<file path="config.mk">
export PLATFORM = sky130hd
export DESIGN_NAME = uart_tx_arbiter
export DESIGN_NICKNAME = d
export VERILOG_FILES = /design/src/rtl/uart_pkg.sv /design/src/rtl/rr_arbiter.sv /design/src/rtl/uart_tx_arbiter.sv
export SDC_FILE = /design/constraint.sdc
export NUM_CORES = 1
export LEC_CHECK = 0
export ABC_AREA = 1
export CELL_PAD_IN_SITES_DETAIL_PLACEMENT = 0
export CELL_PAD_IN_SITES_GLOBAL_PLACEMENT = 1
export CORE_MARGIN = 1.5
export CORE_UTILIZATION = 29
export CTS_CLUSTER_SIZE = 24
export DETAILED_ROUTE_END_ITERATION = 8
export GPL_TIMING_DRIVEN = 0
export PLACE_DENSITY_LB_ADDON = 0.1
export SLEW_MARGIN = 40
export SYNTH_ARGS = -nofsm -noshare
export SYNTH_HDL_FRONTEND = slang
export SYNTH_SLANG_ARGS = --single-unit
</file>
<file path="constraint.sdc">
create_clock -name clk_i -period 2.9 [get_ports clk_i]
set_input_delay 0.58 -clock clk_i [delete_from_list [all_inputs] [get_ports clk_i]]
set_output_delay 0.58 -clock clk_i [all_outputs]
set_load 0.01 [all_outputs]
</file>
<file path="src/rtl/uart_pkg.sv">
// Shared UART definitions: frame-configuration field widths and the
// transmit-arbiter FSM state encoding.
package uart_pkg;

    localparam int STOP_CONF_W   = 1;
    localparam int DATA_CONF_W   = 2;
    localparam int PARITY_CONF_W = 2;
    localparam int TOTAL_CONF_W  = STOP_CONF_W + DATA_CONF_W + PARITY_CONF_W;

    typedef enum logic [1:0] {
        IDLE   = 2'd0,
        LAUNCH = 2'd1,
        WAIT   = 2'd2
    } tx_arb_state_t;

endpackage

</file>
<file path="src/rtl/rr_arbiter.sv">
// Combinational round-robin picker: first eligible request at or above the
// pointer, wrapping. Eligible means requested and not masked off.
module rr_arbiter #(
    parameter int N     = 4,
    parameter int IDX_W = $clog2(N)
) (
    input  logic [N-1:0]     req_i,
    input  logic [IDX_W-1:0] ptr_i,
    input  logic [N-1:0]     mask_i,
    output logic [N-1:0]     grant_o,
    output logic [IDX_W-1:0] idx_o,
    output logic             any_o
);

    logic [N-1:0] elig;

    function automatic logic [IDX_W-1:0] slot(input logic [IDX_W-1:0] ptr, input int ofs);
        return IDX_W'((int'(ptr) + ofs) % N);
    endfunction

    assign elig = req_i & mask_i;

    always_comb begin
        grant_o = '0;
        idx_o   = '0;
        any_o   = 1'b0;
        for (int i = 0; i < N; i++) begin
            if (!any_o && elig[slot(ptr_i, i)]) begin
                grant_o[slot(ptr_i, i)] = 1'b1;
                idx_o                   = slot(ptr_i, i);
                any_o                   = 1'b1;
            end
        end
    end

endmodule

</file>
<file path="src/rtl/uart_tx_arbiter.sv">
// Round-robin scheduler sharing one tx_module between NUM_REQ clients.
// Optional burst locking is compiled in with `define UART_TX_ARB_LOCK_EN.
module uart_tx_arbiter #(
    parameter int NUM_REQ         = 4,
    parameter int MAX_UART_DATA_W = 8,
    parameter int TOTAL_CONF_W    = 5,
    parameter int REQ_IDX_W       = $clog2(NUM_REQ)
) (
    input  logic                                 clk_i,
    input  logic                                 rst_i,
    input  logic                                 en_i,
    input  logic [NUM_REQ-1:0]                   req_valid_i,
    input  logic [NUM_REQ*MAX_UART_DATA_W-1:0]   req_data_i,
    input  logic [NUM_REQ*TOTAL_CONF_W-1:0]      req_conf_i,
    input  logic [NUM_REQ-1:0]                   req_lock_i,
    output logic [NUM_REQ-1:0]                   req_ready_o,
    output logic [NUM_REQ-1:0]                   req_done_o,
    output logic                                 tx_en_o,
    output logic                                 tx_start_o,
    output logic [TOTAL_CONF_W-1:0]              tx_conf_o,
    output logic [MAX_UART_DATA_W-1:0]           tx_data_o,
    input  logic                                 tx_done_i,
    output logic                                 busy_o,
    output logic [REQ_IDX_W-1:0]                 grant_idx_o
);

    import uart_pkg::*;

    tx_arb_state_t              state_q, state_nxt;
    logic [REQ_IDX_W-1:0]       rr_ptr_q, rr_ptr_nxt, arb_ptr, arb_idx, grant_idx_q;
    logic [NUM_REQ-1:0]         arb_mask, arb_grant, done_p1;
    logic                       arb_any, handshake, done_in_wait;
    logic [MAX_UART_DATA_W-1:0] data_q;
    logic [TOTAL_CONF_W-1:0]    conf_q;

    function automatic logic [REQ_IDX_W-1:0] wrap_inc(input logic [REQ_IDX_W-1:0] idx);
        if (idx == REQ_IDX_W'(NUM_REQ - 1)) return '0;
        return idx + 1'b1;
    endfunction

`ifdef UART_TX_ARB_LOCK_EN
    logic lock_act_q, lock_hold;

    // A lock only holds while the owner keeps both lock and valid high.
    assign lock_hold = lock_act_q && req_lock_i[grant_idx_q] && req_valid_i[grant_idx_q];
    assign arb_mask  = lock_hold ? (NUM_REQ'(1) << grant_idx_q) : '1;
    assign arb_ptr   = (lock_act_q && !lock_hold) ? wrap_inc(grant_idx_q) : rr_ptr_q;

    always_ff @(posedge clk_i) begin
        if (rst_i)
            lock_act_q <= 1'b0;
        else if (done_in_wait)
            lock_act_q <= req_lock_i[grant_idx_q];
        else if (state_q == IDLE && !lock_hold)
            lock_act_q <= 1'b0;
    end
`else
    logic unused_lock;

    assign unused_lock = ^req_lock_i;
    assign arb_mask    = '1;
    assign arb_ptr     = rr_ptr_q;
`endif

    rr_arbiter #(
        .N     (NUM_REQ),
        .IDX_W (REQ_IDX_W)
    ) u_rr (
        .req_i   (req_valid_i),
        .ptr_i   (arb_ptr),
        .mask_i  (arb_mask),
        .grant_o (arb_grant),
        .idx_o   (arb_idx),
        .any_o   (arb_any)
    );

    assign handshake    = (state_q == IDLE) && en_i && arb_any;
    assign done_in_wait = (state_q == WAIT) && tx_done_i;

    always_comb begin
        rr_ptr_nxt = rr_ptr_q;
        if (handshake)
            rr_ptr_nxt = wrap_inc(arb_idx);
`ifdef UART_TX_ARB_LOCK_EN
        else if (done_in_wait && req_lock_i[grant_idx_q])
            rr_ptr_nxt = grant_idx_q;
        else if (state_q == IDLE && lock_act_q && !lock_hold)
            rr_ptr_nxt = wrap_inc(grant_idx_q);
`endif
    end

    always_comb begin
        state_nxt = state_q;
        unique case (state_q)
            IDLE:    if (handshake) state_nxt = LAUNCH;
            LAUNCH:  state_nxt = WAIT;
            WAIT:    if (tx_done_i) state_nxt = IDLE;
            default: state_nxt = IDLE;
        endcase
    end

    always_ff @(posedge clk_i) begin
        if (rst_i) begin
            state_q  <= IDLE;
            rr_ptr_q <= '0;
        end else begin
            state_q  <= state_nxt;
            rr_ptr_q <= rr_ptr_nxt;
        end
    end

    // Capture stage: held stable from LAUNCH through WAIT.
    always_ff @(posedge clk_i) begin
        if (rst_i) begin
            data_q      <= '0;
            conf_q      <= '0;
            grant_idx_q <= '0;
        end else if (handshake) begin
            data_q      <= req_data_i[arb_idx*MAX_UART_DATA_W +: MAX_UART_DATA_W];
            conf_q      <= req_conf_i[arb_idx*TOTAL_CONF_W +: TOTAL_CONF_W];
            grant_idx_q <= arb_idx;
        end
    end

    // Completion stage: one-cycle notice to the client that was served.
    always_ff @(posedge clk_i) begin
        if (rst_i)
            done_p1 <= '0;
        else
            done_p1 <= done_in_wait ? (NUM_REQ'(1) << grant_idx_q) : '0;
    end

    assign req_ready_o = ((state_q == IDLE) && en_i) ? arb_grant : '0;
    assign req_done_o  = done_p1;
    assign busy_o      = (state_q != IDLE);
    assign tx_en_o     = en_i | busy_o;
    assign tx_start_o  = (state_q == LAUNCH);
    assign tx_data_o   = data_q;
    assign tx_conf_o   = conf_q;
    assign grant_idx_o = grant_idx_q;

endmodule

</file>
## Word-level counts from Yosys, hierarchy flattened

Cells that the tools add are included.

| word-level totals | value |
|---|---|
| bits in registers | 23 |
| output and inout port bits | 26 |
| word-level logic and storage cells | 85 |

| cells by class | value |
|---|---|
| add/subtract/negate cells | 4 |
| multiply operators | 1 |
| $lt $le $gt $ge | 8 |
| equal/unequal tests | 5 |
| shift-type cells | 3 |
| multiplexer cells | 36 |
| bitwise logic cells | 5 |
| reduce and logical (&&, ||, !) cells | 17 |

Operators with widths:

| kind | count |
|---|---|
| $shiftx 32x6->8 | 1 |
| $mux 4 | 5 |
| $shiftx 20x6->5 | 1 |
| $mux 2 | 8 |
| $mux 1 | 14 |
| $lt 2x3->1 const B | 4 |
| $or 4x4->4 | 3 |
| $logic_and 1x1->1 | 10 |
| $bmux 1 s2 | 4 |
| $demux 1 s2 | 4 |
| $ge 2x1->1 const B | 4 |
| $pmux 2 s3 | 1 |
| $mul 2x3->5 const B | 1 |
| $add 2x1->2 const B | 2 |
| $add 2x2->2 const B | 2 |
| $eq 2x2->1 const B | 2 |
| $ne 2x2->1 const B | 2 |
| $shl 1x2->4 const A | 1 |
| $logic_not 1->1 | 3 |
| $eq 2x1->1 const B | 1 |
| $logic_not 2->1 | 1 |
| $reduce_and 2->1 | 1 |
| $reduce_bool 2->1 | 1 |
| $reduce_or 2->1 | 1 |
| 2 further kinds | 2 |

## Logic depth before layout (Yosys ltp)

Gate-level depths: netlist of run 1.

| logic depth | value |
|---|---|
| word-level depth | 16 |
| gate-level depth with buffers | 17 |
| mapped depth without buffers | 15 |

## Modules after synthesis

From an unflattened synthesis of run 1, not the netlist that was laid out.

| second synthesis, totals | value |
|---|---|
| cell total of the unflattened synthesis | 333 |
| area, all modules | 2042.0 um^2 |

Modules (own cells, without submodules):

| module | times used | cells each | area an instance (um^2) | seq. area each (um^2) |
|---|---|---|---|---|
| uart_tx_arbiter | 1 | 237 | 1473.9 | 460.4 |
| rr_arbiter | 1 | 96 | 568.0 | 0.0 |

## Worst setup path after synthesis of run 1

OpenSTA, ideal clock, no wires.

| timing | value |
|---|---|
| path kind | reg2out |
| from | reg rr_ptr_q[0], in the netlist arb_ptr[0] |
| to | out req_ready_o[3] |
| arrival time | 1.814 ns |
| required time | 2.320 ns |
| slack | 0.506 ns |
| cell stages (with the launch flop) | 12 |
| path buffers | 1 |
| path through | dfxtp_1 buf_6 inv_8 ha_1 inv_1 nand2_2 nand2_4 nor2_8 nand3_4 o2111ai_1 nand2_1 inv_1 |

| between the ends | value |
|---|---|
| longest elaborated chain between the ends | 13 |
| elaborated cells on any way between the ends | 48 |
| classes of those cells | 3 x add/sub; 8 x order compare; 24 x mux; 3 x bitwise; 10 x reduce/logical |

RTL lines:

| element | line | text |
|---|---|---|
| start, declared | uart_tx_arbiter.sv:30 | `logic [REQ_IDX_W-1:0] rr_ptr_q, rr_ptr_nxt, arb_ptr, arb_idx, grant_idx_q;` |
| start signal, assigned | uart_tx_arbiter.sv:108 | `rr_ptr_q <= rr_ptr_nxt;` |
| parallel branches: the longest is 11 deep, another holds $lt 2x3->1 | n/a |  |
| $mux 4 (*) | rr_arbiter.sv:28 | `if (!any_o && elig[slot(ptr_i, i)]) begin` |
| $mux 4 (*) | uart_tx_arbiter.sv:133 | `assign req_ready_o = ((state_q == IDLE) && en_i) ? arb_grant : '0;` |
| end, declared | uart_tx_arbiter.sv:16 | `output logic [NUM_REQ-1:0] req_ready_o,` |

Mark *: on every way between the ends. The select of a mux whose other input is x is not followed.

## Worst setup path after layout of run 1

| timing | value |
|---|---|
| from | reg rr_ptr_q[0], in the netlist arb_ptr[0] |
| to | out req_ready_o[0] |

Same word-level chain as after synthesis.

==> results of run 1 <==
==> cells by family after synthesis <==
family,after synthesis,share of synthesized area (%)
adders and majority gates,7,3.90
DFF,23,20.5
buffers and inverters,106,21.1
and+or+nand+nor,206,49.6
AOI/OAI and AO/OA,17,4.96
==> area by class of cell <==
| cell class | instances | area [um^2] | share of cell area (%) |
|---|---|---|---|
| Clock inverter | 1 | 5.00 | 0.150 |
| Timing Repair Buffer | 90 | 885 | 26.5 |
| Sequential cell | 23 | 468 | 14.0 |
| Multi-Input combinational cell | 230 | 1350 | 40.4 |
| Inverter | 91 | 354 | 10.6 |
| Clock buffer | 3 | 41.3 | 1.24 |
| Buffer | 14 | 110 | 3.30 |
| Tap cell | 99 | 124 | 3.72 |
==> flip-flops by register name, summed over array words and instances, names as in the netlist <==
name and count:
grant_idx_o 2, req_done_o 4, arb_ptr 2, tx_conf_o 5, tx_data_o 8, state_q 2
==> worst paths after layout <==
kind	end	cells after the start	from
setup / recovery	req_ready_o[0]	13	arb_ptr[0]
hold / removal	req_done_o[0]	1	grant_idx_o[0]
setup reg to reg	tx_data_o[2]	14	arb_ptr[0]
hold reg to reg	req_done_o[0]	1	grant_idx_o[0]
==> power groups by stage <==
stage	Sequential (uW)	Combinational (uW)	Clock [uW]
4_1_cts	492	2080	215
3_5_place_dp	480	2080	0
6_report	474	2120	204
5_1_grt	488	2380	228
2_1_floorplan	504	1440	0
3_3_place_gp	477	2060	0
==> worst max-delay path, delay by kind of cell, from the launching register on <==
kind / cells / cell delay (ns)
AND/OR/NAND/NOR: 6 / 0.50
flip-flops: 1 / 0.41
buffers and inverters: 4 / 0.45
adder cells (fa/ha/maj): 1 / 0.31
AO/OA/AOI/OAI: 2 / 0.18
==> what timing repair did <==
item / CTS / global route
pin swaps: 1 / 3
resized for setup: 12 / 11
setup buffers: 1 / 5
endpoints found under the setup margin: 4 / 4
==> per-layer routing <==
layer  share of wire, %  up-vias  track usage, %
li1                   -     1275               -
met1                 44     1030            19.5
met2                 49       65            27.9
met3                6.8        2            3.52
met4               0.74        0            3.91
met5                  0        -               0
==> placed cells by master (no fill, tap or decap), types with 2 or more instances in the layout <==
| cell type | count |
|---|---|
| buf_2 | 4 |
| buf_4 | 9 |
| nand2_2 | 12 |
| nand3_1 | 58 |
| dlymetal6s2s_1 | 3 |
| nand2_4 | 6 |
| buf_6 | 4 |
| inv_4 | 2 |
| dfxtp_1 | 21 |
| nand3_4 | 2 |
| nand2_1 | 67 |
| dfxtp_4 | 2 |
| clkdlybuf4s50_1 | 76 |
| ha_1 | 6 |
| nor2_1 | 34 |
| nand3_2 | 21 |
| dlygate4sd2_1 | 3 |
| clkbuf_1 | 2 |
| nand4_1 | 2 |
| clkbuf_8 | 3 |
| inv_2 | 4 |
| a21oi_1 | 5 |
| inv_1 | 84 |
| o21ai_2 | 2 |
==> per-stage QoR <==
step | setup TNS (ns) | hold slack (ns) | total power, uW | cell area [um^2]
6_report | 0 | 0.490 | 2800 | 3330
3_3_place_gp | -0.945 | 0.474 | 2540 | 3210
4_1_cts | 0 | 0.491 | 2790 | 3270
3_5_place_dp | -0.991 | 0.467 | 2560 | 3210
5_1_grt | 0 | 0.529 | 3090 | 3330
2_1_floorplan | 0 | 0.477 | 1940 | 2250
==> metrics.txt, run 1 <==
DRC viols 0; Async SR Flop Fraction 0%; most frequent cell after synthesis inv_1; largest net degree at the start of global routing 14; clock slew at reported path FFs 0.09 ns; leading cell types by count after synthesis 84 x inv_1, 69 x nand2_1, 58 x nand3_1; Int Power between 1000 and 1500 uW; CTS tree built; via/cell ratio 4.30; first-pass GRT wire length 10800 um; Crit path top cell by count nand2_1; fin. max-slew vios 0; Diodes inserted 0; initial antenna violation count 0; Port-buffer cells 84; final period demand of the worst path 2.70 ns; Hold WC Path Type register to register; Skew-Pair Late Insertion Delay 0.27 ns; Max FO, Critical Path 10; Max VDD drop about 320 uV; Ys Warns 0; pwr dens approximately 840 mW/mm^2; post-route ant nets 0; Final nets roughly 520; Cell Chain, Critical Path inv_8 -> ha_4 -> inv_1 -> nand2_2 -> nand2_4 -> nor2_8 -> nand2_1 -> o22ai_1 -> a21oi_1 -> nand2_1 -> nand2_1 -> inv_1 -> dlygate4sd2_1; Mapped Area about 0.0022 mm^2; Seq cells post-synth 23; logic gate share of total power 75.7%; via count around 2400; Sw Share approximately 50%; Routed WL between 6000 and 7000 um; post-DP HPWL slightly above 5000 um; ys flop type dfxtp_1; Num CTS Buffers 3; dominant cell type by area after synthesis dfxtp_1; vias in the first global route 2294; fin crit share approximately 93%; Cells after Synth 359; number of clock sinks 23; clock network power share 7.3%; Area contributors post-synth dfxtp_1 20%, inv_1 14%, nand3_1 13%, nand2_1 12%, nand3_2 9.4%; Setup crit end kind output port; Final Non-Filler Cells 551; RSZ-0062 raised after global routing no; setup slack after placement -0.255 ns; # IOs 90; share of cells above drive strength 1 a little under a fifth; synth-to-layout area growth 48.3%; static leakage roughly 0.0018 uW; Setup Viol. Count Final 0; CP Data Required Time 2.32 ns; chip height 91.0 um; post-synthesis sequential area ratio 20.5%; GRT Total Usage 15.9%; syn avg cell area 6.26 um^2; Seq pwr share 17.0%; worst slew margin relative to its limit 67.6%; Core Rows 31; Final Skew 0.00634 ns; initial drt markers between 50 and 60; Final WS setup 0.197 ns; routability cong. 0.839; htree depth 1; Final Hold Fails 0; EDFF count, synth 0; placed cells 542; Synth cell types 34; drt first pass iters 5; Die W a little over 90 um; Layout fillers 840; CP arrival about 2.1 ns; DIE AREA 0.00829 mm^2; critical path's slowest cell dfxtp_4; drt wl/cell 11.5 um; clk root buf clkbuf_8; Setup CP Type register to output port; Slew @ Worst Pin 0.486 ns; CTS hold repair buffers 0; FMAX around 370 MHz; CTS Buffer Depth 2; Crit path largest cell delay between 0.4 and 0.5 ns; utilization after layout 45.2%; Yosys top cell area share between 20% and 30%; core area 0.00737 mm^2; Worst setup SP type register; Initial Util 30.5%; flop2flop setup slack 0.74 ns; outcome complete, no violations; Syn Nets 430; grt total ovfl 0; max_cap viols 0; sw power 1400 uW
Power figures use the tool's default switching activity.
==> run 2, diff against run 1 <==
Settings changed: CORE_UTILIZATION 29 to 28, SYNTH_HIERARCHICAL set to 1.
==> metrics.txt, run 2 <==
outcome complete, no violations (unchanged); Initial Util 29.6% (was 30.5%); critical path's slowest cell clkdlybuf4s50_1 (was dfxtp_4); Setup Viol. Count Final 0 (unchanged); placed cells 524 (was 542); met3 Use GR 3.36% (was 3.52%); Sw Share 48.1% (was 49.9%); Final nets 507 (was 524); synth-to-layout area growth 53.9% (was 48.3%); Die W 88.4 um (was 91.0 um); Yosys top cell area share 22.5% (was 20.5%); Setup CP Type input port to output port (was register to output port); initial antenna violation count 0 (unchanged); most frequent cell after synthesis nand2_1 (was inv_1); Cell Chain, Critical Path clkdlybuf4s50_1 -> nand2_1 -> nand2_1 -> nand3_1 -> nand2_2 -> nand3_4 -> nor2_1 -> nor2_1 -> nand2_1 -> inv_1 -> nor2_1 -> dlygate4sd2_1 (was inv_8 -> ha_4 -> inv_1 -> nand2_2 -> nand2_4 -> nor2_8 -> nand2_1 -> o22ai_1 -> a21oi_1 -> nand2_1 -> nand2_1 -> inv_1 -> dlygate4sd2_1); global-route met1 utilization 22.3% (was 19.5%); clk root buf clkbuf_8 (unchanged); Final Skew 0.00221 ns (was 0.00634 ns); core area 0.00691 mm^2 (was 0.00737 mm^2); grt total ovfl 0 (unchanged); syn avg cell area 6.13 um^2 (was 6.26 um^2); power after layout 2490 uW (was 2800 uW); clock network power share 7.9% (was 7.3%); Synth cell types 31 (was 34); number of clock sinks 23 (unchanged); Ys Warns 6 (was 0); CP Data Required Time 2.32 ns (about the same); Placed Area 0.00304 mm^2 (was 0.00321 mm^2); pwr dens 792 mW/mm^2 (was 839 mW/mm^2); Port-buffer cells 84 (unchanged); initial drt markers 78 (was 58); Layout fillers 776 (was 840); fin. max-slew vios 0 (unchanged); EDFF count, synth 0 (unchanged); htree depth 1 (unchanged); drt first pass iters 4 (was 5); Skew-Pair Late Insertion Delay 0.26 ns (was 0.27 ns); Final Hold Fails 0 (unchanged); commonest cells after routing, fill and taps aside 120 x nand2_1, 78 x clkdlybuf4s50_1, 47 x nand3_1 (was 84 x inv_1, 76 x clkdlybuf4s50_1, 67 x nand2_1); setup slack after placement -0.200 ns (was -0.255 ns); fin crit share 94.4% (was 93.2%); max_cap viols 0 (unchanged); leading cell types by count after synthesis 121 x nand2_1, 48 x nand3_1, 47 x inv_1 (was 84 x inv_1, 69 x nand2_1, 58 x nand3_1); logic gate share of total power 71.4% (was 75.7%); Core Rows 30 (was 31); Worst setup SP type input port (was register); Area contributors post-synth dfxtp_1 23%, nand2_1 22%, nand3_1 12%, inv_1 8.6%, ha_1 4.9% (was dfxtp_1 20%, inv_1 14%, nand3_1 13%, nand2_1 12%, nand3_2 9.4%); Int Power 1290 uW (was 1400 uW); Seq cells post-synth 23 (unchanged); WHS 0.487 ns (was 0.490 ns); Num CTS Buffers 3 (unchanged); Design Area, Final 0.00314 mm^2 (was 0.00333 mm^2); Cells after Synth 333 (was 359); Setup crit end kind output port (unchanged); Hold WC Path Type register to register (unchanged); Final WS setup 0.162 ns (was 0.197 ns); # IOs 90 (unchanged); busiest grt layer met1 (was met2); static leakage 0.00151 uW (was 0.00179 uW); post-synthesis sequential area ratio 22.5% (was 20.5%); commonest non-fill, non-tap cell in the layout nand2_1 (was inv_1); Max VDD drop 328 uV (was 324 uV); Final Non-Filler Cells 530 (was 551); clock slew at reported path FFs 0.08 ns (was 0.09 ns); GRT Total Usage 14.8% (was 15.9%); ys flop type dfxtp_1 (unchanged); Max FO, Critical Path 5 (was 10); Diodes inserted 0 (unchanged); CTS Buffer Depth 2 (unchanged); post-DP HPWL 4610 um (was 5040 um); DRC viols 0 (unchanged); vias in the first global route 1941 (was 2294); routing usage on met2 21.5% (was 27.9%); first-pass GRT wire length 9110 um (was 10800 um); chip height 88.4 um (was 91.0 um); Seq pwr share 20.7% (was 17.0%); FMAX 365 MHz (was 370 MHz); dominant cell type by area after synthesis dfxtp_1 (unchanged); RSZ-0062 raised after global routing no (unchanged); post-route ant nets 0 (unchanged); Async SR Flop Fraction 0% (unchanged); number of flip-flops in the largest register 8 (unchanged); drt wl/cell 10.9 um (was 11.5 um); routability cong. 0.777 (was 0.839); Crit path largest cell delay 0.52 ns (was 0.41 ns); via count 2199 (was 2372); largest net degree at the start of global routing 14 (unchanged); Mapped Area 0.00204 mm^2 (was 0.00225 mm^2); final period demand of the worst path 2.74 ns (was 2.70 ns); share of cells above drive strength 1 13.1% (was 18.1%); DIE AREA 0.00781 mm^2 (was 0.00829 mm^2); sw power 1200 uW (was 1400 uW); CTS tree built (unchanged); via/cell ratio 4.15 (was 4.30); CP arrival 2.16 ns (was 2.12 ns); Routed WL 5800 um (was 6340 um)
[run 2: worst max-delay path: cells and delay by family]
family / cells / cell delay (ns)
buffers and inverters: 3 / 0.83
and+or+nand+nor: 9 / 0.76
[run 2: path summary, 6_finish.rpt]
check	to	depth (start not counted)	slack [ns]	from
min	req_done_o[0]	1	0.49	grant_idx_o[0]
min reg2reg	req_done_o[0]	1	0.49	grant_idx_o[0]
max	req_ready_o[0]	12	0.16	req_valid_i[1]
max reg2reg	tx_data_o[5]	16	0.41	arb_ptr[0]
[run 2: kinds of logic after synthesis]
family / synth area share [%]
AND/OR/NAND/NOR: 51.2
buffers and inverters: 14.4
flip-flops: 22.5
AO/OA/AOI/OAI: 6.80
adder cells (fa/ha/maj): 4.90
other: 0.184
[run 2: routing by layer]
layer | part of all wire [%] | up-vias
met2 | 42 | 61
met1 | 52 | 909
met3 | 5.9 | 4
met5 | 0 | -
li1 | - | 1225
met4 | 0.72 | 0
[run 2: repair_timing]
action,CTS,global route
gates resized for setup,13,8
hold buffers,0,0
setup buffers,2,0
pin swaps,0,1
hold endpoints to repair,0,0
endpoints found under the setup margin,4,3
[run 2: cell type report]
class	instances	area, um^2	area share, %
inverter	49	195	6.21
multi-input combinational	260	1360	43.2
clock inverter	1	5.00	0.159
tap	96	120	3.82
timing repair buffer	86	855	27.2
sequential	23	468	14.9
clock buffer	3	41.3	1.31
buffer	12	103	3.26
[run 2: power groups by stage]
stage / sequential, uW / clock, uW / combinational [uW]
floorplan: 556 / 0 / 1100
detailed placement: 521 / 0 / 1760
global placement: 518 / 0 / 1760
finish: 516 / 197 / 1780
global route: 530 / 219 / 2000
CTS: 517 / 204 / 1790
[run 2: stage by stage]
step | util, % | setup TNS, ns
floorplan | - | 0
global placement | 44.1 | -0.904
detailed placement | 44.1 | -0.893
CTS | 45.3 | 0
global route | 45.5 | 0
finish | 45.5 | 0
